`config.mk`:
```
export PLATFORM = sky130hd
export DESIGN_NAME = fetch_unit
export DESIGN_NICKNAME = d
export VERILOG_FILES = /design/src/rtl/fetch_unit.sv
export SDC_FILE = /design/constraint.sdc
export NUM_CORES = 1
export LEC_CHECK = 0
export CAP_MARGIN = 25
export CELL_PAD_IN_SITES_DETAIL_PLACEMENT = 1
export CELL_PAD_IN_SITES_GLOBAL_PLACEMENT = 2
export CORE_UTILIZATION = 42
export CTS_CLUSTER_SIZE = 14
export DETAILED_ROUTE_END_ITERATION = 7
export PLACE_DENSITY_LB_ADDON = 0.1
export REMOVE_ABC_BUFFERS = 1
export SYNTH_ARGS = -nofsm -noshare
export SYNTH_HDL_FRONTEND = slang
export SYNTH_SLANG_ARGS = --single-unit
```
`constraint.sdc`:
```
create_clock -name clock -period 23.5 [get_ports clock]
set_clock_uncertainty 0.05 [all_clocks]
set_input_delay 4.7 -clock clock [delete_from_list [all_inputs] [get_ports clock]]
set_output_delay 4.7 -clock clock [all_outputs]
set_load 0.01 [all_outputs]
```
`src/rtl/fetch_unit.sv`:
```
// fetch_unit
//   Sequential instruction fetch front end. Generates word-aligned PCs, keeps up to
//   MAX_OUTSTANDING requests in flight to a latency-tolerant instruction memory and
//   buffers returned words, tagged with their PCs, in a DEPTH-entry in-order queue
//   that feeds decode. A redirect restarts fetch at a new PC, empties the queue and
//   marks every in-flight response to be discarded when it returns.
//
// Ports
//   clock, reset        single clock; synchronous active-high reset
//   redirect_valid/_pc  restart fetch at redirect_pc (low two bits ignored)
//   imem_req_*          request channel (valid/ready, word address)
//   imem_resp_*         in-order response channel (no backpressure)
//   inst_*              queue head toward decode (valid/ready, word and its PC)
//   outstanding         requests accepted but not yet answered

module fetch_unit #(
    parameter int                XLEN            = 32,
    parameter int                DEPTH           = 4,
    parameter int                MAX_OUTSTANDING = 2,
    parameter logic [XLEN-1:0]   RESET_PC        = XLEN'(32'h0100_0000),
    localparam int               OW_RAW          = $clog2(MAX_OUTSTANDING + 1),
    localparam int               OW              = (OW_RAW < 3) ? 3 : OW_RAW
) (
    input  logic            clock,
    input  logic            reset,
    input  logic            redirect_valid,
    input  logic [XLEN-1:0] redirect_pc,
    output logic            imem_req_valid,
    input  logic            imem_req_ready,
    output logic [XLEN-1:0] imem_req_addr,
    input  logic            imem_resp_valid,
    input  logic [XLEN-1:0] imem_resp_data,
    output logic            inst_valid,
    input  logic            inst_ready,
    output logic [XLEN-1:0] inst_data,
    output logic [XLEN-1:0] inst_pc,
    output logic [OW-1:0]   outstanding
);

    localparam int AW = $clog2(DEPTH);
    localparam int CW = AW + 1;

    logic [XLEN-1:0] r_fetch_pc;
    logic [XLEN-1:0] r_resp_pc;
    logic [XLEN-1:0] r_q_data [DEPTH];
    logic [XLEN-1:0] r_q_pc   [DEPTH];
    logic [AW-1:0]   r_rd_ptr;
    logic [AW-1:0]   r_wr_ptr;
    logic [CW-1:0]   r_count;
    logic [OW-1:0]   r_outstanding;
    logic [OW-1:0]   r_drop_cnt;

    logic [31:0]     w_used;
    logic            w_credit_ok;
    logic            w_slot_ok;
    logic            w_req_fire;
    logic            w_push;
    logic            w_pop;
    logic [XLEN-1:0] w_redirect_pc;

    // Queue slots already spoken for: words held plus live (non-squashed) requests.
    // Requesting only while this is below DEPTH guarantees every push finds room.
    assign w_used      = 32'(r_count) + 32'(r_outstanding) - 32'(r_drop_cnt);
    assign w_credit_ok = (w_used < 32'(DEPTH));
    assign w_slot_ok   = (r_outstanding < OW'(MAX_OUTSTANDING));

    assign imem_req_valid = !reset && !redirect_valid && w_credit_ok && w_slot_ok;
    assign imem_req_addr  = r_fetch_pc;
    assign w_req_fire     = imem_req_valid && imem_req_ready;

    // Head is hidden in a redirect cycle so decode never consumes a squashed word.
    assign inst_valid = !reset && !redirect_valid && (r_count != '0);
    assign inst_data  = reset ? '0 : r_q_data[r_rd_ptr];
    assign inst_pc    = reset ? '0 : r_q_pc[r_rd_ptr];
    assign w_pop      = inst_valid && inst_ready;

    assign w_push        = imem_resp_valid && (r_drop_cnt == '0);
    assign w_redirect_pc = redirect_pc & ~XLEN'(3);

    assign outstanding = r_outstanding;

    always_ff @(posedge clock) begin
        if (reset) begin
            r_fetch_pc    <= RESET_PC;
            r_resp_pc     <= RESET_PC;
            r_rd_ptr      <= '0;
            r_wr_ptr      <= '0;
            r_count       <= '0;
            r_outstanding <= '0;
            r_drop_cnt    <= '0;
            for (int i = 0; i < DEPTH; i++) begin
                r_q_data[i] <= '0;
                r_q_pc[i]   <= '0;
            end
        end else if (redirect_valid) begin
            // No request goes out this cycle; a same-cycle response is discarded
            // and everything still in flight afterwards must be dropped on return.
            r_fetch_pc    <= w_redirect_pc;
            r_resp_pc     <= w_redirect_pc;
            r_rd_ptr      <= '0;
            r_wr_ptr      <= '0;
            r_count       <= '0;
            r_outstanding <= r_outstanding - OW'(imem_resp_valid);
            r_drop_cnt    <= r_outstanding - OW'(imem_resp_valid);
        end else begin
            r_outstanding <= r_outstanding + OW'(w_req_fire) - OW'(imem_resp_valid);
            if (w_req_fire) begin
                r_fetch_pc <= r_fetch_pc + XLEN'(4);
            end
            if (imem_resp_valid) begin
                if (r_drop_cnt != '0) begin
                    r_drop_cnt <= r_drop_cnt - OW'(1);
                end else begin
                    r_q_data[r_wr_ptr] <= imem_resp_data;
                    r_q_pc[r_wr_ptr]   <= r_resp_pc;
                    r_wr_ptr           <= r_wr_ptr + AW'(1);
                    r_resp_pc          <= r_resp_pc + XLEN'(4);
                end
            end
            if (w_pop) begin
                r_rd_ptr <= r_rd_ptr + AW'(1);
            end
            r_count <= r_count + CW'(w_push) - CW'(w_pop);
        end
    end

endmodule

```
Word level (Yosys, flattened, before mapping)
Memory sizes are Yosys's and may differ from the RTL's. A register that Yosys moved wholly into a read port is not among the register bits.
Cells that the tools add are included.
Cells by class
  add/subtract/negate cells: 12
  magnitude comparators: 2
  bitwise operators: 1
  equal/unequal tests: 1
  muxes and demuxes: 28
  reduce and logical (&&, ||, !) cells: 21
Operators by type and width (number)
  $mux W32: 9
  $add A32 B3 Y32 const B: 2
  $reduce_or A32 Y1: 2
  $lt A32 B3 Y1 const B: 1
  $mux W2: 6
  $mux W3: 4
  $mux W1: 9
  $sub A3 B1 Y3: 3
  $logic_and A1 B1 Y1: 7
  $add A3 B1 Y3: 2
  $reduce_and A2 Y1: 3
  $reduce_bool A2 Y1: 3
  $reduce_bool A3 Y1: 2
  $sub A4 B3 Y5: 1
  $add A2 B1 Y2 const B: 2
  $add A3 B3 Y4: 1
  $logic_not A3 Y1: 1
  $lt A3 B2 Y1 const B: 1
  $sub A3 B1 Y3 const B: 1
  $logic_not A1 Y1: 2
  $ne A2 B2 Y1 const B: 1
  $reduce_or A2 Y1: 1
  $not A1 Y1: 1
Word-level totals
  RAM bits: 256
  register bits after elaboration: 77
  input bits: 70
  memories: 2
Memory list
  r_q_data: depth 4, bits a word 32, rd ports 1, clocked after Yosys merged registers in 1, write ports 4, line 45  | logic [XLEN-1:0] r_q_data [DEPTH];
  r_q_pc: depth 4, bits a word 32, rd ports 1, clocked after Yosys merged registers in 1, write ports 4, line 46  | logic [XLEN-1:0] r_q_pc [DEPTH];

Longest topological paths before layout
  depth after elaboration: 9
  mapped depth: 17

Worst setup path before layout
Ideal clock, no wire load.
  path type: input -> register
  start: in imem_resp_valid
  end: mem r_q_data[1][0] (enable)
  setup time: 574 ps
  path slack: 12765 ps
  stages: 5
  arrival time: 10111 ps
  cell sequence: and3b_1 > clkbuf_1 > clkbuf_1 > nand2_1 > o31ai_1
RTL lines
  start: declaration: line 31  | input logic imem_resp_valid,
  end: declaration: line 45

Worst setup path after layout
  start: in reset
  end: out inst_valid
Between the ends
  cells in the longest elaborated chain, start to end: 3
Ends and longest elaborated chain
  start: declaration: line 25  | input logic reset,
  $logic_not A1 Y1: line 72  | assign inst_valid = !reset && !redirect_valid && (r_count != '0);
  $logic_and A1 B1 Y1 (2 in series): line 72
  end: declaration: line 33  | output logic inst_valid,
Every way passes these cells.

==> results.cfg <==
[outcome]
status = finished, final reports clean

[floorplanning]
io_pins = 171
initial_core_util_pct = 43.1
core_um2 = 35900
die_h_um = 194
die_area_um2 = 37600
die_w_um = 194
row_count = 69

[finish]
final_area_um2 = 18500
final_util_pct = 51.6
diodes = 0
area_delta_synth_final_pct = 19.8
nets = 1458
layout-drive-gt1-share_pct = 10.6

[critical_path]
crit_arrival_ns = 7.22
worst_path_most_repeated_cell = buf_4
reg2reg_from = r_drop_cnt[0]
crit_family = buffers and inverters
crit_slowest_cell = inv_2
crit_path_cell_trace = buf_2 > buf_4 > inv_2 > buf_4 > nand2_1 > nor2_1 > clkdlybuf4s50_1
path_max_fanout = 51
required_ns = 18.75
slowest_delay_ns = 0.64
path_class = input pin to output port
crit_path_start_kind = input pin
cp-startpoint = reset
end_kind = output port
path_buf_inv = 5

[global_route]
grt_pass1_vias = 10900
grt_overflow = 0
use_met2_pct = 36.4
grt_max_degree = 72
grt_usage_pct = 21.7
grt_pass1_wl_um = 63700
grt.busiest_layer = met2
gr-usage-met3_pct = 2.87
grt.met1_usage_pct = 30.2
grt_antenna_before_repair = 0

[synth]
ys_ff_latch = 323
synth_common_cells = and2_1 (250), edfxtp_1 (248), dfxtp_1 (75)
synthArstFlopShare_pct = 0
synth_top_area_cell = edfxtp_1
synth_edf_count = 248
synth.avg_cell_area_um2 = 12.5
netlist_instances = 1242
synth.most_common_cell = and2_1
yosys-top-cells-area = edfxtp_1 (48%), and2_1 (10%), dfxtp_1 (9.7%)
synth-main-ff-cell = edfxtp_1
yosysWarningCount = 0
ys_types = 62
netlist_area_um2 = 15500
yosysSeqAreaShare_pct = 57.8
netlist.area_leader.share_pct = 48.1

[clock_tree]
cts_setup_buffers = 0
clk_latency_ns = 0.52
clkTransAtPathRegs_ns = 0.06
cts_resized = 0
clock_path_buffers = 3
htreeDepth = 2
hold_buffers = 0
cts_tree = built
clockRootBuffer = clkbuf_16
cts_sinks = 323
numCtsBuffers = 36

[timing]
finalCritPeriodShare_pct = 50.9
fmax_ghz = 0.0836
slew_violations = 0
setup_violations = 0
period_minus_slack_ns = 11.97
fin_tns_setup_ns = 0
worstMarginPinSlew_ns = 1.04
relSlewSlack_pct = 30.7
rsz0062_at_grt = no
hold_viol = 0

[min_path]
worst_hold_path_type = register to register
hold_path_startpoint = imem_req_addr[31]

[place]
placed_area_um2 = 17500
numPortBuffers = 164
dp_hpwl_um = 23400
globalplace.congestion = 0.795

[power]
p_leak_uw = 0.00662
ir_worst_vdd_mv = 0.0419
total_power_uw = 1310
p_per_area_nw_per_um2 = 70.6

[route]
dr_total_vias = 10200
post_drt_wl_per_cell_um = 21.7
first_pass_iters = 6
drc = 0
drt_wl_total_um = 40300
drt-vias-per-instance = 5.51
route.antenna.remaining_nets = 0
drt-initial-drc-count = 611

[flow_run]
cap_viol_max_count = 0
[flip-flops by register name (all words and copies together), names as in the netlist, named ones only]
register,flops
r_q_data,128
r_q_pc,120
imem_req_addr,30
r_resp_pc,30
outstanding,3
r_count,3
r_drop_cnt,3
r_rd_ptr,2
r_wr_ptr,2
[path summary, 6_finish.rpt]
| kind | depth (start not counted) | slack, ns | end |
|---|---|---|---|
| setup / recovery | 7 | 11.53 | inst_valid |
| hold / removal | 2 | 0.48 | imem_req_addr[31] |
| setup reg to reg | 10 | 18.90 | r_q_pc[0][17] |
| hold reg to reg | 2 | 0.48 | imem_req_addr[31] |
[worst register-to-register path, cell delays in order, from the launching register on]
cell     delay (ns)
dfxtp_1        0.31
inv_1          0.11
ha_1           0.21
and3b_2        0.18
buf_4          0.66
nand2_1        0.46
nor3_2         0.49
buf_6          0.22
buf_4          0.47
or2_4          0.24
buf_4          0.76
[layout make-up]
type,count,area (um^2)
clock buffers,49,971
multi-input cells,796,6080
fillers,3681,17400
repair buffers,182,1770
inverters,31,116
clock inverters,14,72.6
well taps,461,577
flip-flops and latches,323,8960
[stage by stage]
stage	setup slack [ns]	hold WS, ns	std cells
after detailed placement	11.39	0.466	1792
final	11.53	0.478	1856
after global routing	11.30	0.523	1856
after CTS	11.38	0.477	1855
after global placement	11.43	0.457	1792
after floorplan	12.34	0.435	1150
[where the power goes]
part	internal, uW	total, uW	switching [uW]
Clock	290	513	223
Sequential	643	663	19.7
Combinational	60.6	133	72.6
Total	993	1310	315
[routing by layer]
layer | vias up | part of all wire (%)
met5 | - | 0
met4 | 0 | 1.4
met3 | 40 | 3.3
met2 | 188 | 48
met1 | 5188 | 47
li1 | 4814 | -
[logic make-up (layout without fill, tap and decap cells)]
group	after synthesis	after routing	share of synthesized area (%)
and+or+nand+nor	540	540	20.0
muxes	69	69	9.49
adders and majority gates	18	18	1.65
AOI/OAI and AO/OA	132	132	5.88
xor gates and xnor gates	33	33	1.87
DFF	323	323	57.8
buffers and inverters	126	276	3.27
other	1	4	0.0242
[layout by cell type, fill, tap and decap left out, drive strengths merged, types with 8 or more instances in the layout]
master | Yosys | layout
buf | 23 | 20
ha | 14 | 14
and2 | 250 | 250
o21a | 10 | 10
nor4 | 16 | 16
a31oi | 18 | 18
a211oi | 15 | 15
nor3 | 9 | 9
or4 | 8 | 8
and4 | 9 | 9
mux4 | 62 | 62
xor2 | 8 | 8
clkbuf | 72 | 49
a21oi | 30 | 30
nand2 | 62 | 62
nand4 | 19 | 19
nor2 | 49 | 49
xnor2 | 25 | 25
edfxtp | 248 | 248
nand3 | 34 | 34
clkdlybuf4s50 | 0 | 162
o21ai | 16 | 16
dfxtp | 75 | 75
clkinv | 0 | 12
inv | 31 | 33
and3 | 66 | 66
No activity file was read; power rests on OpenSTA's default activity.
